### config.mk
export PLATFORM = sky130hd
export DESIGN_NAME = sm83_bus_seq
export DESIGN_NICKNAME = d
export VERILOG_FILES = /design/src/rtl/sm83_bus_seq.sv
export SDC_FILE = /design/constraint.sdc
export NUM_CORES = 1
export LEC_CHECK = 0
export CAP_MARGIN = 25
export CORE_MARGIN = 1
export CORE_UTILIZATION = 41
export CTS_CLUSTER_SIZE = 8
export DETAILED_ROUTE_END_ITERATION = 7
export PLACE_DENSITY = 0.81
export SLEW_MARGIN = 25
export SYNTH_ARGS = -nofsm -noshare
export SYNTH_HDL_FRONTEND = slang
export SYNTH_SLANG_ARGS = --single-unit
### constraint.sdc
create_clock -name clk -period 1.76 [get_ports clk]
set_input_delay 0.352 -clock clk [delete_from_list [all_inputs] [get_ports clk]]
set_output_delay 0.352 -clock clk [all_outputs]
set_load 0.005 [all_outputs]
### src/rtl/sm83_bus_seq.sv
// ---------------------------------------------------------------------------
// sm83_bus_seq
//
// M-cycle bus sequencer between the SM83 core's memory request port and the
// ROM/RAM memory models. One read or write is accepted per valid/ready
// handshake and stepped through T1..T4, with WAIT_STATES extra T2 cycles.
// The address decodes to ROM (addr <= ROM_TOP) or RAM. Read data is returned
// on a one-cycle response pulse in T4. Writes aimed at ROM are dropped and
// flagged with rsp_err.
//
// Ports
//   clk, rst_n               clock, asynchronous active-low reset
//   req_valid/req_ready      request handshake (transfer when both high)
//   req_we/addr/wdata        request attributes, latched on the accepting edge
//   rsp_valid/rdata/err      completion pulse, read data (held), ROM-write flag
//   rom_addr, rom_r_data     ROM port (combinational read)
//   ram_r_addr, ram_r_data   RAM read port (combinational read)
//   ram_w_addr/w_data/wen    RAM write port (written at posedge when wen)
//   acc_count                completed-access counter, wraps
// ---------------------------------------------------------------------------
module sm83_bus_seq #(
  parameter logic [15:0] ROM_TOP     = 16'h7FFF,
  parameter int          WAIT_STATES = 0
) (
  input  logic        clk,
  input  logic        rst_n,
  input  logic        req_valid,
  output logic        req_ready,
  input  logic        req_we,
  input  logic [15:0] req_addr,
  input  logic [7:0]  req_wdata,
  output logic        rsp_valid,
  output logic [7:0]  rsp_rdata,
  output logic        rsp_err,
  output logic [15:0] rom_addr,
  input  logic [7:0]  rom_r_data,
  output logic [15:0] ram_r_addr,
  output logic [15:0] ram_w_addr,
  output logic [7:0]  ram_w_data,
  output logic        ram_wen,
  input  logic [7:0]  ram_r_data,
  output logic [15:0] acc_count
);

  typedef enum logic [2:0] {
    S_IDLE = 3'd0,
    S_T1   = 3'd1,
    S_T2   = 3'd2,
    S_T3   = 3'd3,
    S_T4   = 3'd4
  } state_t;

  localparam logic [3:0] WAIT_INIT = 4'(WAIT_STATES);

  state_t      state_q,  state_d;
  logic        we_q,     we_d;
  logic        is_rom_q, is_rom_d;
  logic [15:0] addr_q,   addr_d;
  logic [7:0]  wdata_q,  wdata_d;
  logic [3:0]  wait_q,   wait_d;
  logic [7:0]  rdata_q,  rdata_d;
  logic [15:0] acc_q,    acc_d;
  logic        accept;

  // State register and request latch
  always_ff @(posedge clk or negedge rst_n) begin
    if (!rst_n) begin
      state_q  <= S_IDLE;
      we_q     <= 1'b0;
      is_rom_q <= 1'b0;
      addr_q   <= 16'h0000;
      wdata_q  <= 8'h00;
      wait_q   <= 4'd0;
      rdata_q  <= 8'h00;
      acc_q    <= 16'h0000;
    end else begin
      state_q  <= state_d;
      we_q     <= we_d;
      is_rom_q <= is_rom_d;
      addr_q   <= addr_d;
      wdata_q  <= wdata_d;
      wait_q   <= wait_d;
      rdata_q  <= rdata_d;
      acc_q    <= acc_d;
    end
  end

  // Next-state and output decode
  always_comb begin
    state_d   = state_q;
    we_d      = we_q;
    is_rom_d  = is_rom_q;
    addr_d    = addr_q;
    wdata_d   = wdata_q;
    wait_d    = wait_q;
    rdata_d   = rdata_q;
    acc_d     = acc_q;
    accept    = 1'b0;
    req_ready = 1'b0;
    rsp_valid = 1'b0;
    rsp_err   = 1'b0;
    ram_wen   = 1'b0;

    case (state_q)
      S_IDLE: begin
        req_ready = 1'b1;
        if (req_valid) begin
          accept  = 1'b1;
          state_d = S_T1;
        end
      end
      S_T1: begin
        wait_d  = WAIT_INIT;
        state_d = S_T2;
      end
      S_T2: begin
        if (wait_q != 4'd0) begin
          wait_d = wait_q - 4'd1;
        end else begin
          state_d = S_T3;
        end
      end
      S_T3: begin
        // Write enable is decoded from state so an async reset drops it at once.
        if (we_q) begin
          ram_wen = !is_rom_q;
        end else begin
          rdata_d = is_rom_q ? rom_r_data : ram_r_data;
        end
        state_d = S_T4;
      end
      S_T4: begin
        req_ready = 1'b1;
        rsp_valid = 1'b1;
        rsp_err   = we_q && is_rom_q;
        acc_d     = acc_q + 16'd1;
        if (req_valid) begin
          accept  = 1'b1;
          state_d = S_T1;
        end else begin
          state_d = S_IDLE;
        end
      end
      default: begin
        state_d = S_IDLE;
      end
    endcase

    if (accept) begin
      we_d     = req_we;
      addr_d   = req_addr;
      wdata_d  = req_wdata;
      is_rom_d = (req_addr <= ROM_TOP);
    end
  end

  // Memory ports follow the latch, so they stay stable until the next accept.
  assign rom_addr   = addr_q;
  assign ram_r_addr = addr_q;
  assign ram_w_addr = addr_q;
  assign ram_w_data = wdata_q;
  assign rsp_rdata  = rdata_q;
  assign acc_count  = acc_q;

endmodule

Yosys cells after proc, flatten, opt, wreduce, memory -nomap -nowiden
Cells that the tools add are included.
{"block": "totals", "output_inout_bits": 84, "wordCells": 42, "reg_bits": 57, "in_bits": 44}
{"block": "classes", "muxes": 14, "eq_ne": 7, "n_bitwise": 1, "addsub": 2, "n_reduce_logical": 9, "magnitude_cmp": 1}
{"operator": "adder 16 x 1 -> 16 bit (second input constant)", "n": 1}
{"operator": "less-or-equal comparator 16 x 15 -> 1 bit (second input constant)", "n": 1}
{"operator": "one-hot mux 3 bit (5 select lines)", "n": 1}
{"operator": "two-way mux 1 bit", "n": 8}
{"operator": "two-way mux 8 bit", "n": 1}
{"operator": "one-hot mux 4 bit (2 select lines)", "n": 1}
{"operator": "equality test 3 x 2 -> 1 bit (second input constant)", "n": 2}
{"operator": "two-way mux 3 bit", "n": 2}
{"operator": "!= test 2 bit (second input constant)", "n": 3}
{"operator": "AND reduction 2 bit", "n": 3}
{"operator": "two-way mux 4 bit", "n": 1}
{"operator": "nonzero test 4 bit", "n": 1}
{"operator": "subtractor 4 x 1 -> 4 bit (second input constant)", "n": 1}
{"operator": "equality test 3 x 1 -> 1 bit (second input constant)", "n": 1}
{"operator": "equality test 3 bit (second input constant)", "n": 1}
{"operator": "zero test 3 bit", "n": 1}
{"operator": "nonzero test 2 bit", "n": 1}
{"operator": "OR reduction 2 bit", "n": 1}
{"operator": "logical AND 1 bit", "n": 1}
{"operator": "zero test 1 bit", "n": 1}
{"operator": "inverter 1 bit", "n": 1}

Depth between registers and ports, before layout
{"block": "depth", "word_depth": 3, "mapped_depth": 6, "depth_no_buf": 6}

Worst setup path after synthesis
Ideal clock, no wire load.
{"block": "synth_timing", "path_kind": "flip-flop to flip-flop", "start": "register state_q[1]", "end": "register addr_q[10], in the netlist ram_r_addr[10]", "required_time_ps": 1635, "arrival_ps": 1429, "synth_period_minus_slack_ps": 1554, "path_buffers": 2, "setup_ps": 125, "path_stages_with_launch": 5, "slack_ps": 206, "path_cell_list": "dfrtp_1 -> buf_6 -> nor3_4 -> buf_2 -> mux2_2"}
{"block": "synth_via", "elab_chain_cells": 3, "word_cells_on_any_way": 4, "classes_between": "eq/ne: 1; mux: 1; reduce/logical: 2"}
{"item": "from (decl)", "line": "55", "rtl": "state_t state_q, state_d;"}
{"item": "from (signal assigned)", "line": "77", "rtl": "state_q <= state_d;"}
{"item": "equality test 3 bit or zero test 3 bit (tied branches)", "line": "104", "rtl": "case (state_q)"}
{"item": "OR reduction 2 bit (no source line) (*)"}
{"item": "two-way mux 1 bit (*)"}
{"item": "to (signal assigned)", "line": "80", "rtl": "addr_q <= addr_d;"}
{"item": "to (decl)", "line": "58", "rtl": "logic [15:0] addr_q, addr_d;"}
Mark *: on every way between the ends. The rest lies on a longest branch, timed or not.
A chain may end at the register's enable or synchronous reset.

Final worst setup path
{"block": "layout_timing", "start": "register acc_q[6], in the netlist acc_count[6]", "end": "output acc_count[6]"}
{"item": "from (decl)", "line": "62", "rtl": "logic [15:0] acc_q, acc_d;"}
{"item": "from (signal assigned)", "line": "75", "rtl": "acc_q <= 16'h0000;"}
{"item": "from (signal assigned)", "line": "84", "rtl": "acc_q <= acc_d;"}
{"item": "to (decl)", "line": "42", "rtl": "output logic [15:0] acc_count"}
No word-level cell between the ends.

==> results.txt <==
- Area growth from synthesis to layout: 51.16%
- Setup ws final: 0.08625 ns
* DRC: 0
* Initial antenna violation count: 0
- The number of hold violations in the final report is 0.
- Total number of yosys warnings: 0
- Synthesized-area fraction occupied by ao, oa, aoi and oai cells: 0.02829
- For this run, the register share of the synthesized area comes to 0.5375.
- Delay of the slowest cell on the worst path: 0.55 ns
- Non-filler instance count after layout: 407
- Combinational family with the most area after synthesis: multiplexers
- Routability Congestion: 0.7043
- Of the total power, registers draw 0.355.
* Share of async-settable or async-resettable flops after synthesis: 1.000
* Syn nets: 263
* Post-Synth XOR/XNOR Area: 0.05941
- Cell-internal power: 4.328 mW
* Part of the total power dissipated in combinational logic: 0.481
- At the worst endpoint, the required time is 1.41 ns.
* Setup TNS Final: 0 ns
- Worst Setup Start Kind: register
- In this run the clock root is driven by a sky130_fd_sc_hd__clkbuf_8.
- For this configuration, the core starts out at a cell density of 0.4353.
- Summed over all nets, the switching power comes to 1.759 mW.
* Slew Limit Fails: 0
* Cell count after synthesis: 217
* Number of fill cells: 487
- Via count of the routed design: 1,983
- During placement, the flow inserted port buffers numbering 127.
- Count of unique library cells instantiated by Yosys: 31
* Placed insts: 390
* Top Usage Layer GRT: met2
* Power Dens Cells: 1517 nW/um^2
* Starting DRT DRC Count: 37
- Dominant cells by area after synthesis: sky130_fd_sc_hd__dfrtp_1 54%, sky130_fd_sc_hd__mux2_2 11%, sky130_fd_sc_hd__buf_4 9.3%
- Pre-CTS worst setup slack: -0.04353 ns
* Clock period minus worst slack: 1.674 ns
- Least-Margin Pin Slew: 0.2955 ns
* Cell Area, Synth: 2654 um^2
- The critical path in this run is classified as reg2out.
* Maximum clock rate: 597.5 MHz
- 128 I/O pins were placed.
* Max capacitance violation total: 0
* Switching share of power: 0.2890
- The via count of the first global-routing pass came to 1,911.
- Of the total synthesized cell area, the portion taken by AND, OR, NAND and NOR gates is 0.1108.
- In this run the vertical extent of the chip is 82.45 um.
- The critical path goes through clkdlybuf4s50_1.
* Max-slew headroom: 0.8017
- The slowest stage of the critical path belongs to the cell sky130_fd_sc_hd__clkdlybuf4s50_1.
- Fraction of post-synthesis cell area in the top cell type by area: 0.5375
- Synthesized area divided by synthesized cell count: 12.23 um^2
- Clock Skew: 0.005798 ns
- TritonCTS clock tree: yes
- For this run the aggregate overflow at the end of global routing stands at 0.
- Once detailed placement completed, the half-perimeter wirelength came to 4082 um.
- Total number of clock tree sinks: 57
- The clock tree synthesis step divided the H-tree into 3 levels.
- The setup check on the worst reg-to-reg path leaves a slack of 0.11 ns.
* Flip-flop cell with the highest count after synthesis: sky130_fd_sc_hd__dfrtp_1
- Maximum VDD drop: 0.8246 mV
* Most repeated cell in the gate-level netlist after synthesis: sky130_fd_sc_hd__dfrtp_1
- After detailed routing, the average wire length per cell comes to 13.65 um.
- Adder-Cell Fraction of Synth Area: 0.009430
- LEAKAGE: 1.708 nW
- The number of buffers and inverters on the critical path is 1.
- Routed via count divided by cell count: 4.872
- Largest fanout on the critical path: 7
- The first TritonRoute pass finished after 4 iterations.
* Outcome: complete, no violations
* Kind of cell with the highest combined delay on the critical path: buffers and inverters
- After detailed routing, the total wire length is 5556 um.
- In this run the deepest clock path goes through 2 buffers.
- Wire length of the first global-routing pass: 8549 um
- In the final layout, the share of cells above drive strength 1 is 0.1898.
- Number of enable flip-flop cells after synthesis: 0
* Sum of internal, switching and leakage power: 6.087 mW
* Fraction of met3 tracks used by global routing: 0.06264
- Unrepaired setup endpoints after global routing: false
- After clock tree synthesis, the clock-pin slew on the worst setup and hold paths is 0.06 ns.
* Critical Path End Type: output port
- All-Layer GR Usage: 0.1704
* Met1 GRT Util: 0.1914
- Number of synthesized register bits: 57
- Number of diodes: 0
- Clock latency reported for the late side of the worst-skew pair: 0.32 ns
- The die is 82.45 um wide.
* Share of total power in the clock network: 0.164
* Data arrival time at the worst-slack endpoint: 1.32 ns
- CORE AREA: 6096 um^2
- Met2 Usage GRT: 0.2868
- Floorplan die area: 6798 um^2
* Count of endpoints failing setup in the final report: 0
* Class of the worst hold path: in2async
- Cell taking the most area after synthesis: sky130_fd_sc_hd__dfrtp_1
* Multiplexer share of the synthesized area: 0.1443
- In the finished design, the share of the clock period the worst path needs comes to 0.9510.
- Residual antenna-violating net count after detailed routing: 0
* Pin count of the biggest net entering global routing: 58
* Num rows: 28
- Layout Nets: 374
- Number of buffers added by the clock tree synthesis step: 9
- At the end of the flow the core is filled with cells to 0.6580.
- Top cell types by occurrence after synthesis: 57 x sky130_fd_sc_hd__dfrtp_1, 33 x sky130_fd_sc_hd__buf_4, 25 x sky130_fd_sc_hd__mux2_2
==> layout by cell type, fill, tap and decap left out, types with 2 or more instances in the layout <==
master,n
sky130_fd_sc_hd__clkdlybuf4s50_1,122
sky130_fd_sc_hd__inv_1,4
sky130_fd_sc_hd__and3_2,2
sky130_fd_sc_hd__nand4_1,6
sky130_fd_sc_hd__nor2_1,16
sky130_fd_sc_hd__o21ai_0,2
sky130_fd_sc_hd__buf_4,8
sky130_fd_sc_hd__nand3_1,7
sky130_fd_sc_hd__ha_1,2
sky130_fd_sc_hd__clkbuf_8,10
sky130_fd_sc_hd__clkinv_2,4
sky130_fd_sc_hd__buf_12,2
sky130_fd_sc_hd__nand2_1,4
sky130_fd_sc_hd__buf_2,3
sky130_fd_sc_hd__xnor2_1,14
sky130_fd_sc_hd__xor2_1,4
sky130_fd_sc_hd__a21oi_1,9
sky130_fd_sc_hd__o211ai_1,2
sky130_fd_sc_hd__dfrtp_1,57
sky130_fd_sc_hd__nor3b_2,2
sky130_fd_sc_hd__mux2i_1,9
sky130_fd_sc_hd__mux2_2,25
==> cell type report <==
type | count | area, um^2 | area share
Sequential cell | 57 | 1426 | 0.3556
Timing Repair Buffer | 138 | 1366 | 0.3406
Multi-Input combinational cell | 118 | 948.4 | 0.2364
Clock buffer | 11 | 141.4 | 0.03525
Tap cell | 75 | 93.84 | 0.02339
Clock inverter | 4 | 20.02 | 0.004991
Inverter | 4 | 15.01 | 0.003743
==> registers in the layout, indices dropped and copies added, names as in the netlist <==
signal,cells
ram_w_data,8
we_q,1
rsp_rdata,8
acc_count,16
state_q,3
is_rom_q,1
ram_r_addr,16
wait_q,4
==> path summary, 6_finish.rpt <==
check,cells after the start,to,start
max in group asynchronous,2,ram_r_addr[6],rst_n
min in group clk,1,acc_count[15],acc_count[15]
worst max-delay path,1,acc_count[6],acc_count[6]
worst min register to register,1,acc_count[15],acc_count[15]
worst min-delay path,2,acc_count[7],rst_n
worst max register to register,5,ram_w_data[1],state_q[0]
==> cell families after synthesis <==
logic type / after synthesis
compound gates: 14
fa+ha+maj: 2
buf+inv: 42
xor+xnor: 18
mux: 35
simple gates: 49
flops: 57
==> metal layers <==
metal  vias to the layer above  routed length [um]
li1                        936                   -
met1                       962                2156
met2                        81                2880
met3                         4                 481
met4                         0                  38
met5                         -                   0
==> power by group through the flow <==
stage	Clock [mW]	Combinational, mW	Sequential, mW
after floorplan	0	1.50	2.15
after global placement	0	2.86	2.16
after detailed placement	0	2.93	2.19
after CTS	1.03	2.96	2.17
after global routing	1.10	3.18	2.24
final	0.996	2.93	2.16
==> per-stage QoR <==
stage	instance area, um^2	hold slack (ns)
final	4011	0.02470
after floorplan	2654	0.05641
after global placement	3829	0.3768
after global routing	4011	0.03029
after CTS	4019	0.02726
after detailed placement	3829	0.3735
==> timing repair <==
item,CTS,global route
pin swaps,2,2
cloned,0,0
setup endpoints to repair,4,6
setup buffers,3,0
hold buffers,0,0
endpoints found under the hold margin,0,0
resized for setup,12,4
Note: power is estimated with default switching activity, not from simulation.
